File: src/rtl/popcount_acc.sv
// popcount_acc: three-stage pipelined population-count accumulator.
//
// Each valid beat carries IN_WIDTH one-bit results. The ones are counted and
// the counts are summed over a frame delimited by in_first/in_last. One frame
// total is emitted per last beat, with a sticky overflow flag.
//
// Build option: define POPCOUNT_ACC_SAT_EN to saturate the accumulator at
// 2^ACC_WIDTH-1 on carry-out. When it is undefined the accumulator wraps.
// acc_ovf is set in either build.
//
// Ports:
//   clk       in   rising-edge clock
//   rst_b     in   asynchronous active-low reset
//   flush     in   synchronous clear of the pipeline and accumulator
//   in_valid  in   beat qualifier
//   in_first  in   beat opens a frame (only meaningful with in_valid)
//   in_last   in   beat closes a frame (only meaningful with in_valid)
//   in_data   in   IN_WIDTH bits to count
//   beat_cnt  out  registered per-beat count (debug)
//   acc_out   out  frame total, held until the next output
//   acc_ovf   out  frame total exceeded the ACC_WIDTH range
//   out_valid out  one-cycle pulse qualifying acc_out/acc_ovf
module popcount_acc #(
    parameter  int unsigned IN_WIDTH  = 64,
    parameter  int unsigned ACC_WIDTH = 16,
    localparam int unsigned CNT_W     = $clog2(IN_WIDTH + 1)
) (
    input  logic                 clk,
    input  logic                 rst_b,
    input  logic                 flush,
    input  logic                 in_valid,
    input  logic                 in_first,
    input  logic                 in_last,
    input  logic [IN_WIDTH-1:0]  in_data,
    output logic [CNT_W-1:0]     beat_cnt,
    output logic [ACC_WIDTH-1:0] acc_out,
    output logic                 acc_ovf,
    output logic                 out_valid
);

    localparam int unsigned NSL   = IN_WIDTH / 8;
    localparam int unsigned SUM_W = ACC_WIDTH + 1;

    if ((IN_WIDTH < 8) || ((IN_WIDTH % 8) != 0)) begin : g_bad_in_width
        $error("popcount_acc: IN_WIDTH must be a multiple of 8 and at least 8");
    end
    if (ACC_WIDTH < CNT_W) begin : g_bad_acc_width
        $error("popcount_acc: ACC_WIDTH must be at least CNT_W");
    end

    // Stage 1: per-byte counts
    logic [3:0]       slice_d [NSL];
    logic [3:0]       slice_q [NSL];
    logic             v1_q, f1_q, l1_q;

    // Stage 2: beat total
    logic [CNT_W-1:0] tot_d, tot_q;
    logic             v2_q, f2_q, l2_q;

    // Stage 3: accumulator and output registers
    logic [ACC_WIDTH-1:0] acc_d, acc_q;
    logic                 ovf_d, ovf_q;
    logic [ACC_WIDTH-1:0] acc_out_d, acc_out_q;
    logic                 acc_ovf_d, acc_ovf_q;
    logic                 out_valid_d, out_valid_q;

    logic [ACC_WIDTH-1:0] acc_base;
    logic                 ovf_base;
    logic [SUM_W-1:0]     acc_sum;
    logic [ACC_WIDTH-1:0] acc_upd;
    logic                 ovf_upd;

    always_comb begin
        for (int unsigned s = 0; s < NSL; s++) begin
            slice_d[s] = '0;
            for (int unsigned b = 0; b < 8; b++) begin
                slice_d[s] = slice_d[s] + 4'(in_data[s*8 + b]);
            end
        end
    end

    always_comb begin
        tot_d = '0;
        for (int unsigned s = 0; s < NSL; s++) begin
            tot_d = tot_d + CNT_W'(slice_q[s]);
        end
    end

    always_comb begin
        // A first beat restarts from zero, which also drops any open frame.
        acc_base = f2_q ? '0 : acc_q;
        ovf_base = f2_q ? 1'b0 : ovf_q;
        acc_sum  = {1'b0, acc_base} + SUM_W'(tot_q);
`ifdef POPCOUNT_ACC_SAT_EN
        acc_upd  = acc_sum[ACC_WIDTH] ? '1 : acc_sum[ACC_WIDTH-1:0];
`else
        acc_upd  = acc_sum[ACC_WIDTH-1:0];
`endif
        ovf_upd  = ovf_base | acc_sum[ACC_WIDTH];

        acc_d       = acc_q;
        ovf_d       = ovf_q;
        acc_out_d   = acc_out_q;
        acc_ovf_d   = acc_ovf_q;
        out_valid_d = 1'b0;
        if (flush) begin
            acc_d = '0;
            ovf_d = 1'b0;
        end else if (v2_q) begin
            acc_d = acc_upd;
            ovf_d = ovf_upd;
            if (l2_q) begin
                acc_out_d   = acc_upd;
                acc_ovf_d   = ovf_upd;
                out_valid_d = 1'b1;
            end
        end
    end

    always_ff @(posedge clk or negedge rst_b) begin
        if (!rst_b) begin
            for (int unsigned s = 0; s < NSL; s++) begin
                slice_q[s] <= '0;
            end
            v1_q        <= 1'b0;
            f1_q        <= 1'b0;
            l1_q        <= 1'b0;
            tot_q       <= '0;
            v2_q        <= 1'b0;
            f2_q        <= 1'b0;
            l2_q        <= 1'b0;
            acc_q       <= '0;
            ovf_q       <= 1'b0;
            acc_out_q   <= '0;
            acc_ovf_q   <= 1'b0;
            out_valid_q <= 1'b0;
        end else begin
            for (int unsigned s = 0; s < NSL; s++) begin
                slice_q[s] <= slice_d[s];
            end
            v1_q        <= in_valid & ~flush;
            f1_q        <= in_first;
            l1_q        <= in_last;
            tot_q       <= tot_d;
            v2_q        <= v1_q & ~flush;
            f2_q        <= f1_q;
            l2_q        <= l1_q;
            acc_q       <= acc_d;
            ovf_q       <= ovf_d;
            acc_out_q   <= acc_out_d;
            acc_ovf_q   <= acc_ovf_d;
            out_valid_q <= out_valid_d;
        end
    end

    assign beat_cnt  = tot_q;
    assign acc_out   = acc_out_q;
    assign acc_ovf   = acc_ovf_q;
    assign out_valid = out_valid_q;

endmodule

File: config.mk
export PLATFORM = sky130hd
export DESIGN_NAME = popcount_acc
export DESIGN_NICKNAME = d
export VERILOG_FILES = /design/src/rtl/popcount_acc.sv
export SDC_FILE = /design/constraint.sdc
export NUM_CORES = 1
export LEC_CHECK = 0
export CORE_ASPECT_RATIO = 0.8
export CORE_MARGIN = 2
export CORE_UTILIZATION = 51
export DETAILED_ROUTE_END_ITERATION = 8
export PLACE_DENSITY = 0.81
export SLEW_MARGIN = 20
export SYNTH_ARGS = -nofsm -noshare
export SYNTH_HDL_FRONTEND = slang
export SYNTH_SLANG_ARGS = --single-unit
File: constraint.sdc
create_clock -name clk -period 8.3 [get_ports clk]
set_input_delay 2.075 -clock clk [delete_from_list [all_inputs] [get_ports clk]]
set_output_delay 2.075 -clock clk [all_outputs]
set_load 0.02 [all_outputs]
==> reports/qor.yml, run 1 <==
floorplan:
  rows: 33
  core_area_sq_um: 10300
  dieArea_sq_um: 11500
  start_util_pct: 52.6
  dieHeight_um: 96.3
  io_pins: 95
  die_w_um: 119
grt:
  grt.total_usage_pct: 19.5
  grt_max_degree: 81
  grt-ovfl-total: 0
  grt_pass1_wl_um: 17600
  antenna_found_initial: 0
  grt_pass1_vias: 3859
clock_tree:
  cts_setup_buffers: 0
  numCtsBuffers: 9
  clock_path_buffers: 2
  htree_levels: 3
  ctsResizeCount: 0
  holdBufCountCts: 0
  cts_root_buf: "clkbuf_16"
  cts_tree: "yes"
  clkSinkCount: 80
  path_clk_slew_ns: 0.05
  clock_latency_ns: 0.33
timing:
  tns_ns: 0
  setup_viol: 0
  fin_skew_ns: 0.00653
  period_share_pct: 56.0
  clock.fmax_mhz: 215
  timing.final.crit_period_ns: 4.65
  hold_slack_ns: 0.346
  drv_slew: 0
  fin_ws_ns: 3.65
  tightest_slew_ns: 0.978
  rsz0062_at_grt: "false"
  maxSlewHeadroom_pct: 34.6
  finalHoldViolCount: 0
setup_path:
  cp_max_fo: 2
  crit_type: "in -> reg"
  crit_top_cell: "fa_1"
  required_ns: 8.51
  worstSetupEndpointType: "register"
  cp_slowest_cell: "fa_1"
  cp.arrival_ns: 4.86
  crit_chain: "clkdlybuf4s50_1 > fa_1 > inv_1 > fa_1 > fa_1 > inv_1 > ha_1 > fa_1 > xor2_1"
  start_kind: "primary input"
  cpPeakStageDelay_ns: 0.54
detailed_routing:
  viasPerCell: 5.14
  dr.pass1.iters: 5
  drc: 0
  drtAntennaViolNets: 0
  routedWlPerCell_um: 13.4
  vias: 3851
  routed_wl_um: 10100
  first_iter_violations: 251
power_and_ir_drop:
  p_seq_share_pct: 23.1
  p_per_area_nw_per_um2: 365
  sw_frac_of_total_pct: 40.4
  p_int_mw: 1.47
  pwr-share-comb_pct: 61.3
  switchingPower_uw: 998
  ir_drop_v: 0.000310
  p_leak_nw: 3.27
  total_power_mw: 2.47
  pwr-share-clk_pct: 15.6
logic_synthesis:
  synth_area_sq_um: 5430
  syn_nets: 680
  synth_cell_types: 45
  synth_seq_area_share_pct: 36.9
  postSynthCellCount: 516
  synth_edf_count: 0
  synth-seq-cells: 80
  synthArstFlopShare_pct: 100
  ys.flop_type: "dfrtp_1"
  yosys_warnings: 0
  postSynthAreaPerCell_sq_um: 10.5
final_layout:
  nNetsFinal: 769
  fill_cells: 813
  diodes: 0
  final_cell_mix: "115 x inv_1, 93 x clkdlybuf4s50_1, 80 x dfrtp_1"
  area_growth_pct: 24.7
  drive_gt1_share_pct: 3.94
  final_common_cell: "inv_1"
placed_design:
  dp_hpwl_um: 7820
  dp_slack_ns: 3.32
  gp_congestion: 0.909
  portBuffers: 94
min_path:
  hold_class: "reg -> reg"
flow_run:
  max_cap_violations: 0
run_status:
  status: "finished clean"
==> power groups by stage <==
stage | Combinational, mW | Sequential, mW | Clock (mW)
2_1_floorplan | 1.13 | 0.606 | 0
3_5_place_dp | 1.53 | 0.579 | 0
6_report | 1.52 | 0.571 | 0.385
4_1_cts | 1.56 | 0.572 | 0.394
5_1_grt | 1.78 | 0.583 | 0.409
3_3_place_gp | 1.46 | 0.577 | 0
==> final timing paths <==
check                      depth (start not counted)  slack, ns     endpoint       start
max                                                9       3.65  slice_q[26]  in_data[8]
min                                                0       0.35         l2_q        l1_q
max reg2reg                                       14       4.69  beat_cnt[6]  slice_q[2]
min reg2reg                                        0       0.35         l2_q        l1_q
max in group asynchronous                          1       5.77  slice_q[26]       rst_b
min in group asynchronous                          1       1.90      acc_ovf       rst_b
==> metal layers <==
layer | routed length, um | GRT usage, % | share of wire [%]
met1 | 4290 | 24.6 | 43
met5 | 0 | 0 | 0
met3 | 589 | 4.09 | 5.9
met2 | 5050 | 34.2 | 50
met4 | 130 | 6.57 | 1.3
==> through the flow <==
stage / utilization (%) / cells / cell area (sq um)
detailed placement: 62.7 / 733 / 6470
finish: 65.6 / 749 / 6770
CTS: 65.5 / 748 / 6760
global route: 65.6 / 749 / 6770
floorplan: - / 516 / 5430
global placement: 62.7 / 733 / 6470
==> synthesized netlist by cell type, types with 5 or more instances <==
cell type,number,share of area (%)
fa_1,56,21
o21ai_0,11,1.0
a31oi_1,8,0.92
xor2_1,9,1.5
nand2b_1,16,1.8
nor3_1,6,0.55
o311ai_0,5,0.81
xnor2_1,6,0.97
nand4_1,8,0.92
clkbuf_1,14,0.97
a21o_1,5,0.69
nand3_1,6,0.55
o211ai_1,5,0.69
nor2_1,12,0.83
a21oi_1,22,2.0
nor2b_1,19,2.2
dfrtp_1,80,37
inv_1,115,8.0
ha_1,38,8.8
nand2_1,22,1.5
a211oi_1,6,0.83
nand3b_1,5,0.69
==> logic make-up after synthesis <==
family | count (synthesis) | share of synthesized area (%)
buffers and inverters | 133 | 9.38
AND/OR/NAND/NOR | 112 | 11.6
adder cells (fa/ha/maj) | 94 | 29.4
flip-flops | 80 | 36.9
AO/OA/AOI/OAI | 79 | 9.73
XOR/XNOR | 15 | 2.42
multiplexers | 3 | 0.553
==> flip-flops by register name, summed over array words and instances, names as in the netlist <==
register / flops
beat_cnt: 7
acc_ovf: 1
l2_q: 1
f1_q: 1
v2_q: 1
l1_q: 1
ovf_q: 1
acc_out: 16
slice_q: 32
out_valid: 1
v1_q: 1
acc_q: 16
f2_q: 1
==> layout make-up <==
cell class / instances / area, sq um / area share, %
Timing Repair Buffer: 96 / 953 / 14.1
Multi-Input combinational cell: 303 / 2920 / 43.1
Inverter: 115 / 432 / 6.38
Sequential cell: 80 / 2000 / 29.6
Clock buffer: 12 / 246 / 3.64
Clock inverter: 3 / 42.5 / 0.628
Tap cell: 140 / 175 / 2.59
==> critical path, delay by kind of cell <==
| kind | cells | cell delay [ns] |
|---|---|---|
| xor+xnor | 1 | 0.16 |
| fa+ha+maj | 5 | 2.10 |
| buf+inv | 3 | 0.54 |
Power figures use the tool's default switching activity.
==> inputs of run 2 (changes only) <==
--- a/config.mk
+++ b/config.mk
@@ -7,7 +7,7 @@
 export LEC_CHECK = 0
 export CORE_ASPECT_RATIO = 0.8
 export CORE_MARGIN = 2
-export CORE_UTILIZATION = 51
+export CORE_UTILIZATION = 49
 export DETAILED_ROUTE_END_ITERATION = 8
 export PLACE_DENSITY = 0.81
 export SLEW_MARGIN = 20
==> constraint.sdc (replaced) <==
create_clock -name clk -period 4 [get_ports clk]
set_input_delay 1 -clock clk [delete_from_list [all_inputs] [get_ports clk]]
set_output_delay 1 -clock clk [all_outputs]
set_load 0.02 [all_outputs]
==> reports/qor.yml, run 2 (synthesis results as in run 1) <==
timing:
  tightest_slew_ns: 0.923  # -0.0552 ns
  drv_slew: 0  # unchanged
  tns_ns: 0  # unchanged
  setup_viol: 0  # unchanged
  fin_ws_ns: 0.445  # -3.21 ns
  rsz0062_at_grt: "false"
  fin_skew_ns: 0.00399  # -0.00254 ns
  period_share_pct: 88.9
  timing.final.crit_period_ns: 3.55
  finalHoldViolCount: 0  # unchanged
  hold_slack_ns: 0.347  # +0.00105 ns
  maxSlewHeadroom_pct: 38.4  # +3.9 points
  clock.fmax_mhz: 281
floorplan:
  start_util_pct: 50.0  # -2.5 points
  rows: 34  # +3.0%
  die_w_um: 122  # +2.0%
  core_area_sq_um: 10800  # +5.1%
  io_pins: 95  # unchanged
  dieHeight_um: 98.1  # +1.9%
  dieArea_sq_um: 11900  # +3.9%
power_and_ir_drop:
  p_per_area_nw_per_um2: 763  # +110%
  ir_drop_v: 0.000535  # +73%
  p_leak_nw: 3.30  # +1.1%
final_layout:
  regMostFlops: "slice_q"
  drive_gt1_share_pct: 5.04  # +1.1 points
  final_cell_mix: "115 x inv_1, 93 x clkdlybuf4s50_1, 80 x dfrtp_1"
  nNetsFinal: 774  # +0.65%
  seqCellArea_sq_um: 2000  # unchanged
  diodes: 0  # unchanged
  largest_register_ffs: 32  # unchanged
  fin_area_sq_um: 6830  # +0.96%
  area_growth_pct: 25.9
  multi_input_area_sq_um: 2920  # unchanged
  fill_cells: 869  # +6.9%
  final_common_cell: "inv_1"
  fin_util_pct: 63.0  # -2.6 points
min_path:
  hold_class: "reg -> reg"
placed_design:
  dp_hpwl_um: 8100  # +3.6%
  portBuffers: 94  # unchanged
  gp_congestion: 0.902  # -0.77%
  placed_area_sq_um: 6510  # +0.54%
  dp_slack_ns: 0.112  # -3.21 ns
detailed_routing:
  vias: 3848  # -0.078%
  routed_wl_um: 10400  # +3.1%
  viasPerCell: 5.07  # -1.4%
  routedWlPerCell_um: 13.7  # +1.8%
  first_iter_violations: 317  # +26%
  drc: 0  # unchanged
  dr.pass1.iters: 4  # -1
  drtAntennaViolNets: 0  # unchanged
clock_tree:
  clock_path_buffers: 2  # unchanged
  numCtsBuffers: 9  # unchanged
  cts_setup_buffers: 0  # unchanged
  holdBufCountCts: 0  # unchanged
  cts_tree: "yes"
  ctsResizeCount: 0  # unchanged
  cts_root_buf: "clkbuf_16"
  clock_latency_ns: 0.33  # about the same
  clkSinkCount: 80  # unchanged
  path_clk_slew_ns: 0.06  # about the same
  htree_levels: 3  # unchanged
setup_path:
  endpoint: "beat_cnt[6]"
  start_kind: "register"
  required_ns: 4.27  # -4.24 ns
  crit_type: "reg -> reg"
  r2r_slack_ns: 0.45  # -4.24 ns
  cp_max_fo: 2  # unchanged
  cp.arrival_ns: 3.83  # -1.03 ns
  crit_start: "slice_q[2]"
  worstSetupEndpointType: "register"
  reg2reg_to: "beat_cnt[6]"
  r2r-start: "slice_q[2]"
  reg2regPathDepth: 14  # unchanged
grt:
  grt_pass1_wl_um: 18200  # +3.6%
  grt_pass1_vias: 4056  # +5.1%
  grt.total_usage_pct: 19.0  # -0.56 points
  antenna_found_initial: 0  # unchanged
  grt-ovfl-total: 0  # unchanged
  grt_max_degree: 81  # unchanged
run_status:
  status: "finished clean"
flow_run:
  max_cap_violations: 0  # unchanged
-- run 2: changes by cell type in the layout (fill, tap and decap cells not counted), sizes merged --
| cell | change |
|---|---|
| clkinv | +2 |
| clkbuf | -2 |
| buf | +6 |
-- run 2: power breakdown --
part | internal, mW | total [mW] | switching, mW
clock | 0.499 | 0.807 | 0.308
sequential | 1.08 | 1.18 | 0.102
combinational | 1.51 | 3.22 | 1.72
-- run 2: layer usage --
| layer | routed length (um) | vias to the layer above | global-route usage (%) |
|---|---|---|---|
| met3 | 585 | 9 | 4.67 |
| met5 | 0 | - | 0 |
| met2 | 5280 | 125 | 32.7 |
| met1 | 4390 | 1866 | 24.5 |
| li1 | - | 1848 | - |
| met4 | 131 | 0 | 3.98 |
-- run 2: worst min path at each step --
| stage | from | endpoint | slack, ns | cells past startpoint |
|---|---|---|---|---|
| finish | f1_q | f2_q | 0.35 | 0 |
| floorplan | f1_q | f2_q | 0.33 | 0 |
| detailed placement | f1_q | f2_q | 0.33 | 0 |
| CTS | f1_q | f2_q | 0.35 | 0 |
| global placement | f1_q | f2_q | 0.33 | 0 |
| global route | f1_q | f2_q | 0.35 | 0 |
-- run 2: layout make-up --
type                       instances  share of cell area [%]
inverter                         115                    6.32
timing repair buffer             101                    14.7
clock buffer                      11                    3.55
multi-input combinational        303                    42.7
clock inverter                     5                   0.824
sequential                        80                    29.3
tap                              144                    2.64
-- run 2: per-stage QoR --
stage / total power [mW] / std cells
floorplan: 3.60 / 516
global placement: 4.23 / 741
detailed placement: 4.38 / 741
finish: 5.21 / 759
CTS: 5.34 / 757
global route: 5.85 / 759
-- run 2: critical path, cell delays in order (launching register included) --
cell,delay (ns)
dfrtp_1,0.32
inv_1,0.06
fa_1,0.53
inv_1,0.05
fa_1,0.51
fa_1,0.56
inv_1,0.07
fa_1,0.46
inv_1,0.06
ha_1,0.16
inv_1,0.06
fa_1,0.39
nor2b_1,0.12
o21ai_0,0.08
nand2b_1,0.07
==> inputs of run 3 (changes only) <==
--- a/config.mk
+++ b/config.mk
@@ -5,11 +5,13 @@
 export SDC_FILE = /design/constraint.sdc
 export NUM_CORES = 1
 export LEC_CHECK = 0
+export CELL_PAD_IN_SITES_DETAIL_PLACEMENT = 0
+export CELL_PAD_IN_SITES_GLOBAL_PLACEMENT = 2
 export CORE_ASPECT_RATIO = 0.8
 export CORE_MARGIN = 2
-export CORE_UTILIZATION = 49
+export CORE_UTILIZATION = 31
 export DETAILED_ROUTE_END_ITERATION = 8
-export PLACE_DENSITY = 0.81
+export PLACE_DENSITY = 0.8
 export SLEW_MARGIN = 20
 export SYNTH_ARGS = -nofsm -noshare
 export SYNTH_HDL_FRONTEND = slang
==> reports/qor.yml, run 3 (synthesis results as in run 1) <==
power_and_ir_drop:
  p_seq_share_pct: 23.1  # +0.4 points
  pwr-share-clk_pct: 15.1  # -0.4 points
  p_per_area_nw_per_um2: 740  # -3.0%
  pwr-share-comb_pct: 61.8  # about the same
  switchingPower_mw: 2.11  # -0.96%
  p_int_mw: 3.01  # -2.6%
  p_leak_nw: 3.30  # -0.18%
  ir_drop_v: 0.000702  # +31%
  sw_frac_of_total_pct: 41.2  # +0.40 points
clock_tree:
  clkSinkCount: 80  # unchanged
  holdBufCountCts: 0  # unchanged
  cts_tree: "yes"
  ctsResizeCount: 0  # unchanged
  htree_levels: 3  # unchanged
  path_clk_slew_ns: 0.06  # about the same
  clock_path_buffers: 2  # unchanged
  numCtsBuffers: 9  # unchanged
  cts_root_buf: "clkbuf_16"
  cts_setup_buffers: 0  # unchanged
  clock_latency_ns: 0.34  # about the same
setup_path:
  reg2reg_to: "beat_cnt[6]"
  r2r_slack_ns: 0.44  # about the same
  cp_slowest_cell: "fa_1"
  r2r-start: "slice_q[2]"
  cp_max_fo: 2  # unchanged
  worstSetupEndpointType: "register"
  cp.arrival_ns: 3.83  # about the same
  crit_type: "reg -> reg"
  critPathTopFamily: "adder cells"
  start_kind: "register"
  reg2regPathDepth: 14  # unchanged
  required_ns: 4.27  # about the same
  crit_chain: "inv_1 > fa_1 > inv_1 > fa_1 > fa_1 > inv_1 > fa_1 > inv_1 > ha_1 > inv_1 > fa_1 > nor2b_1 > o21ai_0 > nand2b_1"
  cpPeakStageDelay_ns: 0.54  # -0.02 ns
  crit_buf_inv: 5  # unchanged
floorplan:
  rows: 43  # +26%
  start_util_pct: 31.5  # -19 points
  die_w_um: 152  # +25%
  core_area_sq_um: 17200  # +59%
  dieArea_sq_um: 18600  # +56%
  dieHeight_um: 122  # +25%
  io_pins: 95  # unchanged
grt:
  grt_max_degree: 81  # unchanged
  grt-ovfl-total: 0  # unchanged
  grt_pass1_vias: 4007  # -1.2%
  antenna_found_initial: 0  # unchanged
  grt_pass1_wl_um: 19000  # +4.7%
  grt.total_usage_pct: 12.6  # -6.4 points
min_path:
  hold_class: "reg -> reg"
  holdPathEnd: "l2_q"
  worstHoldPathCells: 0  # unchanged
  min_from: "l1_q"
detailed_routing:
  drc: 0  # unchanged
  vias: 3745  # -2.7%
  routedWlPerCell_um: 12.8  # -6.2%
  routed_wl_um: 10800  # +3.8%
  viasPerCell: 4.46  # -12%
  dr.pass1.iters: 4  # unchanged
  first_iter_violations: 144  # -55%
  drtAntennaViolNets: 0  # unchanged
final_layout:
  fill_cells: 1698  # +95%
  fin_util_pct: 40.1  # -23 points
  final_common_cell: "inv_1"
  fin_area_sq_um: 6910  # +1.1%
  multi_input_area_sq_um: 2920  # unchanged
  drive_gt1_share_pct: 5.20  # +0.16 points
  area_growth_pct: 27.3
  seqCellArea_sq_um: 2000  # unchanged
  final_cell_mix: "115 x inv_1, 93 x clkdlybuf4s50_1, 80 x dfrtp_1"
  nNetsFinal: 774  # unchanged
  regMostFlops: "slice_q"
  diodes: 0  # unchanged
  largest_register_ffs: 32  # unchanged
placed_design:
  dp_hpwl_um: 8300  # +2.5%
  portBuffers: 94  # unchanged
  placed_area_sq_um: 6620  # +1.7%
  gp_congestion: 0.792  # -12%
timing:
  clock.fmax_mhz: 281  # -0.18%
  tns_ns: 0  # unchanged
  fin_skew_ns: 0.00710  # +0.00311 ns
  period_share_pct: 89.0  # +0.16 points
  maxSlewHeadroom_pct: 50.7  # +12 points
  finalHoldViolCount: 0  # unchanged
  tightest_slew_ns: 0.735  # -0.188 ns
  timing.final.crit_period_ns: 3.56  # +0.00646 ns
  setup_viol: 0  # unchanged
  rsz0062_at_grt: "false"
  drv_slew: 0  # unchanged
flow_run:
  max_cap_violations: 0  # unchanged
run_status:
  status: "finished clean"
[run 3: layout make-up]
type / instances / area share (%)
Clock buffer: 10 / 3.46
Clock inverter: 6 / 0.652
Inverter: 115 / 6.25
Multi-Input combinational cell: 303 / 42.2
Sequential cell: 80 / 29.0
Tap cell: 225 / 4.07
Timing Repair Buffer: 101 / 14.4
[run 3: worst max path at each step]
stage,startpoint,to,slack [ns],cells after the start
after global placement,in_data[56],slice_q[2],0.17,9
after global routing,slice_q[2],beat_cnt[6],0.24,14
final,slice_q[2],beat_cnt[6],0.44,14
after CTS,slice_q[2],beat_cnt[6],0.39,14
after floorplan,slice_q[2],beat_cnt[6],0.60,14
after detailed placement,in_data[32],slice_q[14],0.12,9
[run 3: power groups by stage]
stage	Combinational [mW]	Clock (mW)	Sequential (mW)
2_1_floorplan	2.34	0	1.26
3_3_place_gp	3.20	0	1.20
3_5_place_dp	3.22	0	1.20
4_1_cts	3.25	0.799	1.19
5_1_grt	3.85	0.837	1.20
6_report	3.16	0.772	1.18
[run 3: metrics by stage]
stage / power, mW / setup slack, ns / hold slack [ns] / std cells
CTS: 5.24 / 0.393 / 0.360 / 839
global route: 5.89 / 0.243 / 0.362 / 840
detailed placement: 4.43 / 0.118 / 0.346 / 823
global placement: 4.40 / 0.165 / 0.338 / 823
finish: 5.11 / 0.439 / 0.355 / 840
floorplan: 3.60 / 0.604 / 0.331 / 516
[run 3: routing by layer]
| metal | up-vias | part of all wire [%] | track usage (%) |
|---|---|---|---|
| met1 | 1795 | 46 | 16.2 |
| met4 | 0 | 1.1 | 2.98 |
| met5 | - | 0 | 0 |
| met3 | 11 | 3.7 | 2.97 |
| li1 | 1852 | - | - |
| met2 | 87 | 49 | 21.8 |
==> variant (config.mk and constraints of run 3) <==
`ACC_WIDTH`: 16 -> 32.
--- a/src/rtl/popcount_acc.sv
+++ b/src/rtl/popcount_acc.sv
@@ -24,3 +24,3 @@
     parameter  int unsigned IN_WIDTH  = 64,
-    parameter  int unsigned ACC_WIDTH = 16,
+    parameter  int unsigned ACC_WIDTH = 32,
     localparam int unsigned CNT_W     = $clog2(IN_WIDTH + 1)
Interface: changed (resized acc_out); port bits go from 95 to 111. The function was not compared with the original's and may differ.
==> variant against run 3 <==
Cell count grew 40%; combinational power rose by 3%; worst setup slack gained 0.022 ns; design area grew 32%; wire length increased by 57%; worst hold slack worse by 0.0045 ns; sequential power rose by 27%; total power up 11%; synthesized area grew 35%; global-route usage is 1.9 points higher; clock skew rose by 0.0073 ns; sequential cell count increased by 32; critical path type unchanged; largest power group unchanged.
==> variant: results <==
metrics = {
    "outcome": {
        "outcome": "finished, final reports clean",
    },
    "global_route": {
        "antenna_found_initial": 0,
        "grt_pass1_wl_um": 28400,
        "grt_max_degree": 60,
        "grt_usage_pct": 14.5,
    },
    "drt": {
        "drt-initial-drc-count": 327,
        "routed_wl_um": 16900,
        "wl_per_cell_um": 14.3,
        "drt_pass1_iterations": 4,
        "vias": 5352,
    },
    "cells_and_area": {
        "antenna_cells": 0,
        "drive_gt1_share_pct": 5.07,
        "final_nets": 1026,
        "num-fill-cells": 2329,
    },
    "synthesis": {
        "yosys-top-cells-count": "inv_1, dfrtp_1, nand2_1",
        "synth-adder-area-share_pct": 21.7,
        "synthXorXnorAreaFrac_pct": 3.22,
        "synth_compound_area_share_pct": 9.52,
        "ys_types": 65,
        "ys_seq_area_share_pct": 38.1,
        "synthMuxAreaShare_pct": 1.09,
        "netlist_top_cells_area": "dfrtp_1, fa_1, inv_1",
        "syn_nets": 918,
        "synthArstFlopShare_pct": 100,
        "postSynthCellCount": 754,
        "synth_warnings": 0,
    },
    "timing": {
        "final_hold_viol_count": 0,
        "fin_worst_skew_ns": 0.0144,
        "worst_pin_slew_ns": 0.704,
    },
    "clocking": {
        "cts_resized": 0,
        "cts_buffer_depth": 2,
        "clk_latency_ns": 0.36,
        "cts-root-buf": "clkbuf_16",
        "postCtsSetupRepairBufs": 0,
        "clkTransAtPathRegs_ns": 0.08,
    },
    "pwr": {
        "p_sw_uw": 2310,
        "p_comb_share_pct": 57.1,
        "peakVddDrop_mv": 0.679,
        "pwr-share-clk_pct": 16.4,
        "leakage_uw": 0.00421,
    },
    "min_path": {
        "hold_path.class": "flip-flop to flip-flop",
    },
    "critical_path": {
        "critical_path.top_delay_family": "adder cells",
        "crit_slowest_cell": "fa_1",
        "worstPathArrival_ns": 3.84,
    },
    "placed_design": {
        "io_buffer_count": 110,
        "place_congestion": 0.818,
        "place_inst": 1163,
        "dp_hpwl_um": 13100,
    },
}
variant: cell count changes in the layout (fill, tap and decap cells not counted), moves of 6 or more:
cell and delta:
nor3_1 +7, and2_1 +6, inv_1 +20, o21ai_0 +19, nand2b_1 -12, nor2b_1 +9, dfrtp_1 +32, nand3_1 +19
clkdlybuf4s50_1 +16, nor2_1 +13, nand2_1 +53, or3_1 +17, xnor2_1 +14, nand4_1 +15
variant: stage by stage:
step / power, uW / setup slack, ns / cell area (um^2)
2_1_floorplan: 3970 / 0.595 / 7350
3_3_place_gp: 4780 / 0.176 / 8830
3_5_place_dp: 4810 / 0.123 / 8830
4_1_cts: 5810 / 0.445 / 9140
5_1_grt: 6350 / 0.277 / 9140
6_report: 5680 / 0.461 / 9140
variant: worst paths after layout:
check,from,to,slack [ns],cells after the start
worst min register to register,l1_q,l2_q,0.35,0
worst min-delay path,l1_q,l2_q,0.35,0
max in group asynchronous,rst_b,slice_q[9],2.53,2
worst max-delay path,slice_q[2],beat_cnt[6],0.46,14
min in group asynchronous,rst_b,acc_q[4],0.69,1
worst max register to register,slice_q[2],beat_cnt[6],0.46,14
variant: routing by layer:
metal | wire [um] | track usage [%] | share of wire, %
met1 | 8120 | 19.7 | 48
met2 | 7540 | 23.2 | 45
met3 | 1000 | 3.86 | 5.9
met5 | 0 | 0 | 0
met4 | 242 | 3.78 | 1.4
variant: cell type report:
cell class              instances  area [um^2]  share of cell area [%]
clock inverters                 6         70.1                   0.766
well taps                     312          390                    4.27
repair buffers                122         1200                    13.1
clock buffers                  10          239                    2.61
flip-flops and latches        112         2800                    30.7
inverters                     137          514                    5.62
multi-input cells             480         3930                    42.9
